### src/rtl/exception_controller.sv
// exception_controller: prioritises commit-point exceptions/interrupts/ERET, drives CP0, flushes, then redirects.
// Optional feature macro: EXC_CTRL_TIMER_INT_EN (ORs timer_interrupt into IP[7] before masking).
`default_nettype none

module exception_controller #(
    parameter int                    ADDR_WIDTH   = 16,
    parameter logic [ADDR_WIDTH-1:0] EXC_VECTOR   = 16'h0380,
    parameter int                    FLUSH_CYCLES = 2,
    parameter int                    DATA_WIDTH   = 32
) (
    input  logic                  clk,
    input  logic                  rst_n,
    input  logic                  mem_valid,
    input  logic [ADDR_WIDTH-1:0] mem_pc,
    input  logic                  req_illegal,
    input  logic                  req_syscall,
    input  logic                  req_trap,
    input  logic                  req_overflow,
    input  logic                  req_eret,
    input  logic                  pipe_exec_stall,
    input  logic [31:0]           status,
    input  logic [31:0]           cause,
    input  logic [ADDR_WIDTH-1:0] epc,
    input  logic                  timer_interrupt,
    output logic [DATA_WIDTH-1:0] exception,
    output logic [ADDR_WIDTH-1:0] exc_pc,
    output logic                  flush,
    output logic                  busy,
    output logic                  redirect_valid,
    output logic [ADDR_WIDTH-1:0] redirect_pc
);

    localparam logic [DATA_WIDTH-1:0] EXCEPT_NONE      = DATA_WIDTH'(0);
    localparam logic [DATA_WIDTH-1:0] EXCEPT_INTERRUPT = DATA_WIDTH'(1);
    localparam logic [DATA_WIDTH-1:0] EXCEPT_ILLEGAL   = DATA_WIDTH'(2);
    localparam logic [DATA_WIDTH-1:0] EXCEPT_SYSCALL   = DATA_WIDTH'(3);
    localparam logic [DATA_WIDTH-1:0] EXCEPT_TRAP      = DATA_WIDTH'(4);
    localparam logic [DATA_WIDTH-1:0] EXCEPT_OVERFLOW  = DATA_WIDTH'(5);
    localparam logic [DATA_WIDTH-1:0] EXCEPT_ERET      = DATA_WIDTH'(6);

    localparam logic [1:0] S_IDLE     = 2'd0;
    localparam logic [1:0] S_FLUSH    = 2'd1;
    localparam logic [1:0] S_REDIRECT = 2'd2;

    localparam logic [3:0] c_FLUSH_INIT = 4'(FLUSH_CYCLES);

    logic [1:0]            r_state;
    logic [1:0]            w_next_state;
    logic [3:0]            r_count;
    logic [DATA_WIDTH-1:0] r_exception;
    logic [ADDR_WIDTH-1:0] r_exc_pc;
    logic [ADDR_WIDTH-1:0] r_target;
    logic [ADDR_WIDTH-1:0] r_redirect_pc;

    logic [7:0]            w_ip;
    logic                  w_int_pending;
    logic                  w_any_req;
    logic                  w_accept;
    logic [DATA_WIDTH-1:0] w_code;
    logic                  w_flush;
    logic                  w_busy;
    logic                  w_redirect_valid;
    logic                  w_unused;

`ifdef EXC_CTRL_TIMER_INT_EN
    assign w_ip     = cause[15:8] | {timer_interrupt, 7'b0};
    assign w_unused = ^{status[31:16], status[7:2], cause[31:16], cause[7:0]};
`else
    assign w_ip     = cause[15:8];
    assign w_unused = ^{status[31:16], status[7:2], cause[31:16], cause[7:0], timer_interrupt};
`endif

    assign w_int_pending = (|(w_ip & status[15:8])) & status[0] & ~status[1];
    assign w_any_req     = req_illegal | req_syscall | req_trap | req_overflow | req_eret;
    assign w_accept      = (r_state == S_IDLE) & mem_valid & ~pipe_exec_stall
                         & (w_int_pending | w_any_req);

    always_comb begin
        w_code = EXCEPT_NONE;
        if (w_int_pending)     w_code = EXCEPT_INTERRUPT;
        else if (req_illegal)  w_code = EXCEPT_ILLEGAL;
        else if (req_syscall)  w_code = EXCEPT_SYSCALL;
        else if (req_trap)     w_code = EXCEPT_TRAP;
        else if (req_overflow) w_code = EXCEPT_OVERFLOW;
        else if (req_eret)     w_code = EXCEPT_ERET;
    end

    always_ff @(posedge clk or negedge rst_n) begin
        if (!rst_n) r_state <= S_IDLE;
        else        r_state <= w_next_state;
    end

    always_comb begin
        w_next_state = r_state;
        case (r_state)
            S_IDLE:     if (w_accept) w_next_state = S_FLUSH;
            S_FLUSH:    if (r_count <= 4'd1) w_next_state = S_REDIRECT;
            S_REDIRECT: w_next_state = S_IDLE;
            default:    w_next_state = S_IDLE;
        endcase
    end

    always_comb begin
        w_flush          = 1'b0;
        w_busy           = 1'b0;
        w_redirect_valid = 1'b0;
        case (r_state)
            S_FLUSH: begin
                w_flush = 1'b1;
                w_busy  = 1'b1;
            end
            S_REDIRECT: begin
                w_flush          = 1'b1;
                w_busy           = 1'b1;
                w_redirect_valid = 1'b1;
            end
            default: ;
        endcase
    end

    // The exception code is a one-cycle pulse; exc_pc and redirect_pc persist.
    always_ff @(posedge clk or negedge rst_n) begin
        if (!rst_n) begin
            r_exception   <= EXCEPT_NONE;
            r_exc_pc      <= '0;
            r_target      <= '0;
            r_redirect_pc <= '0;
            r_count       <= 4'd0;
        end else begin
            r_exception <= w_accept ? w_code : EXCEPT_NONE;
            if (w_accept) begin
                r_exc_pc <= mem_pc;
                r_target <= (w_code == EXCEPT_ERET) ? epc : EXC_VECTOR;
                r_count  <= c_FLUSH_INIT;
            end else if (r_state == S_FLUSH && r_count > 4'd1) begin
                r_count <= r_count - 4'd1;
            end
            if (r_state == S_FLUSH && w_next_state == S_REDIRECT) begin
                r_redirect_pc <= r_target;
            end
        end
    end

    assign exception      = r_exception;
    assign exc_pc         = r_exc_pc;
    assign flush          = w_flush;
    assign busy           = w_busy;
    assign redirect_valid = w_redirect_valid;
    assign redirect_pc    = r_redirect_pc;

endmodule

`default_nettype wire

### config.mk
export PLATFORM = sky130hd
export DESIGN_NAME = exception_controller
export DESIGN_NICKNAME = d
export VERILOG_FILES = /design/src/rtl/exception_controller.sv
export SDC_FILE = /design/constraint.sdc
export NUM_CORES = 1
export LEC_CHECK = 0
export CAP_MARGIN = 20
export CORE_MARGIN = 1.5
export CORE_UTILIZATION = 39
export CTS_CLUSTER_DIAMETER = 200
export DETAILED_ROUTE_END_ITERATION = 6
export GPL_TIMING_DRIVEN = 0
export PLACE_DENSITY = 0.86
export REMOVE_ABC_BUFFERS = 1
export SETUP_SLACK_MARGIN = 0.2
export SLEW_MARGIN = 10
export SYNTH_ARGS = -nofsm -noshare
export SYNTH_HDL_FRONTEND = slang
export SYNTH_SLANG_ARGS = --single-unit
### constraint.sdc
create_clock -name clk -period 4.8 [get_ports clk]
set_input_delay 0.48 -clock clk [delete_from_list [all_inputs] [get_ports clk]]
set_output_delay 0.48 -clock clk [all_outputs]
set_load 0.05 [all_outputs]
==> impl_metrics.csv <==
group,metric,value,unit
routing,drt_wl_total,5.556,mm
sta,rsz0062_at_grt,"false",
placed_design,dp.cells,398,
setup_path,rrSetupSlack,2.49,ns
routing,first_iter_violations,74,
synth,synth_warnings,0,
synth,yosys-top-cells-area,"dfrtp_1 54%, buf_4 8.5%, nand2_1 7.9%",
sta,worstMarginPinSlew,0.9280,ns
routing,vias_per_cell,4.646,
synth,synth_cells,233,
clock_network,post_cts_buffers,0,
routing,drcViolationCount,9,
global_route,grt_use_total,16.69,%
global_route,grt_first_pass_wirelength,9.494,mm
die,ios,173,
routing,first_pass_iters,6,
setup_path,worstSetupPathType,"primary input to register",
routing,post_drt_wl_per_cell,13.45,um
clock_network,clockRootBuffer,"clkbuf_8",
sta,period_minus_slack,2.727,ns
synth,synth_top_area_share,53.85,%
clock_network,cts_tree,"done",
sta,fin_crit_sh,56.82,%
setup_path,worst_path_largest_cell_delay,0.76,ns
global_route,grt_max_degree,34,
power,ir_drop,0.4682,mV
cells_and_area,diodes,0,
setup_path,startpoint_type,"primary input",
die,fp-row-count,29,
status,violations,"DRC",
global_route,grt-ovfl-total,0,
setup_path,worstPathRequired,5.01,ns
clock_network,cts_resized,0,
cells_and_area,instances_no_fill,413,
placed_design,port_buffers,96,
die,die_w,85.41,um
global_route,grt_pass1_vias,2011,
synth,synth-edff-count,0,
sta,layout_setup_ws,2.073,ns
routing,num_vias,1919,
die,start_util,41.01,%
setup_path,crit_start,"cause[11]",
sta,slew_headroom,37.90,%
setup_path,crit_path_end_kind,"register",
clock_network,clock_path_buffers,2,
die,fp.dieH,85.41,um
setup_path,path_delay_family,"compound AO/OA/AOI/OAI gates",
clock_network,htreeDepth,3,
placed_design,dpl.hpwl,3.953,mm
flow_run,maxCapViolations,0,
synth,yosys.area.top_type,"dfrtp_1",
cells_and_area,drive_above_1_share,12.50,%
placed_design,dp_slack,1.664,ns
status,status,"finished, violations left",
setup_path,crit_path_top_delay_cell,"o21ai_4",
power,p_leak,1.792,nW
sta,drv_slew,0,
clock_network,clock_latency,0.32,ns
sta,hold_violations,0,
clock_network,postCtsHoldBufs,0,
routing,ant_nets,0,
clock_network,clkSinkCount,57,
synth,ys_types,34,
synth,syn_area_per_cell,11.37,um2
cells_and_area,final_util,58.14,%
setup_path,cp_max_fo,33,
cells_and_area,area_delta_synth_final,41.76,%
clock_network,clkTransAtPathRegs,0.06,ns
sta,fmax,366.7,MHz
synth,synth_flop_cell,"dfrtp_1",
setup_path,path_cells,"clkdlybuf4s50_1 -> a22oi_2 -> a41oi_2 -> o21ai_4 -> nand3b_4 -> mux2_4",
synth,yosysSeqAreaShare,53.85,%
sta,setup-violations-final,0,
sta,worst_clock_skew,0.008041,ns
synth,post_synth_most_frequent_cells,"57 x dfrtp_1, 56 x nand2_1, 30 x buf_4",
min_path,hold_path_class,"primary input to async pin",
synth,syn_area,2649,um2
clock_network,cts_buffers,9,
die,core,6459,um2
global_route,antenna_found_initial,0,
cells_and_area,finish.instance_area,3755,um2
synth,yosysMostFrequentCell,"dfrtp_1",
setup_path,r2r_start,"r_state[0]$_DFF_PN0_",
cells_and_area,nNetsFinal,443,
synth,synth-async-reset-ratio,100.0,%
setup_path,crit_buf_inv,1,
setup_path,arrival,2.93,ns
placed_design,dpl_cell_area,3560,um2
power,powerDensity,572.2,nW/um2
placed_design,routabilityCongestion,0.7321,
synth,ys_ff_latch,57,
sta,fin_tns_setup,0,ns
die,die-area,7295,um2
## registers in the layout (all words and copies together) (netlist names)
name         flops
r_state          2
r_count          4
redirect_pc     16
exc_pc          16
exception        3
r_target        16
## final cells by class
class                           count  area, um2
Clock buffer                       12      155.1
Clock inverter                      3      40.04
Fill cell                         548       2704
Inverter                            7      26.28
Multi-Input combinational cell    160       1035
Sequential cell                    57       1426
Tap cell                           77      96.34
Timing Repair Buffer               97      975.9
## metrics by stage
stage	power (mW)	hold slack, ns
finish	2.148	0.1946
global route	2.267	0.2452
CTS	2.173	0.1996
detailed placement	1.720	0.4646
global placement	1.694	0.4569
floorplan	1.371	0.1844
## kinds of logic (layout without fill, tap and decap cells)
kind of cell | Yosys count | in the layout | synth area share (%)
AOI/OAI and AO/OA | 33 | 33 | 10.91
DFF | 57 | 57 | 53.85
adders and majority gates | 5 | 5 | 2.362
and+or+nand+nor | 74 | 74 | 12.47
other | 1 | 29 | 0.1416
buffers and inverters | 44 | 119 | 11.05
xor gates and xnor gates | 3 | 3 | 0.9922
muxes | 16 | 16 | 8.219
## metal layers
layer,share of wire (%),vias to the layer above,GRT usage (%)
met2,48,95,27.63
met5,0,-,0
met1,41,897,19.01
met3,9.2,11,7.393
li1,-,916,-
met4,1.8,0,6.305
## path summary, 6_finish.rpt
check	end	cells past startpoint
min in group clk	exc_pc[13]$_DFFE_PN0P_	2
setup / recovery	redirect_pc[12]$_DFFE_PN0P_	6
max in group asynchronous	exc_pc[13]$_DFFE_PN0P_	2
hold / removal	r_target[10]$_DFFE_PN0P_	1
setup reg to reg	r_target[3]$_DFFE_PN0P_	7
hold reg to reg	exc_pc[13]$_DFFE_PN0P_	2
## report_power, final
group | leakage [nW] | internal (mW) | switching (mW)
Combinational | 0.957 | 0.354 | 0.671
Sequential | 0.732 | 0.604 | 0.0797
Clock | 0.102 | 0.264 | 0.176
## layout by cell type, fill, tap and decap left out, drive strengths merged, types with 2 or more instances in the layout
cell,count
a21oi,5
a22o,13
a22oi,4
buf,2
clkbuf,12
clkdlybuf4s50,95
clkinv,2
conb,29
dfrtp,57
ha,5
inv,7
mux2,16
nand2,56
nor2,10
nor3,2
nor4,2
o21ai,4
xor2,2
Power figures use the tool's default switching activity.
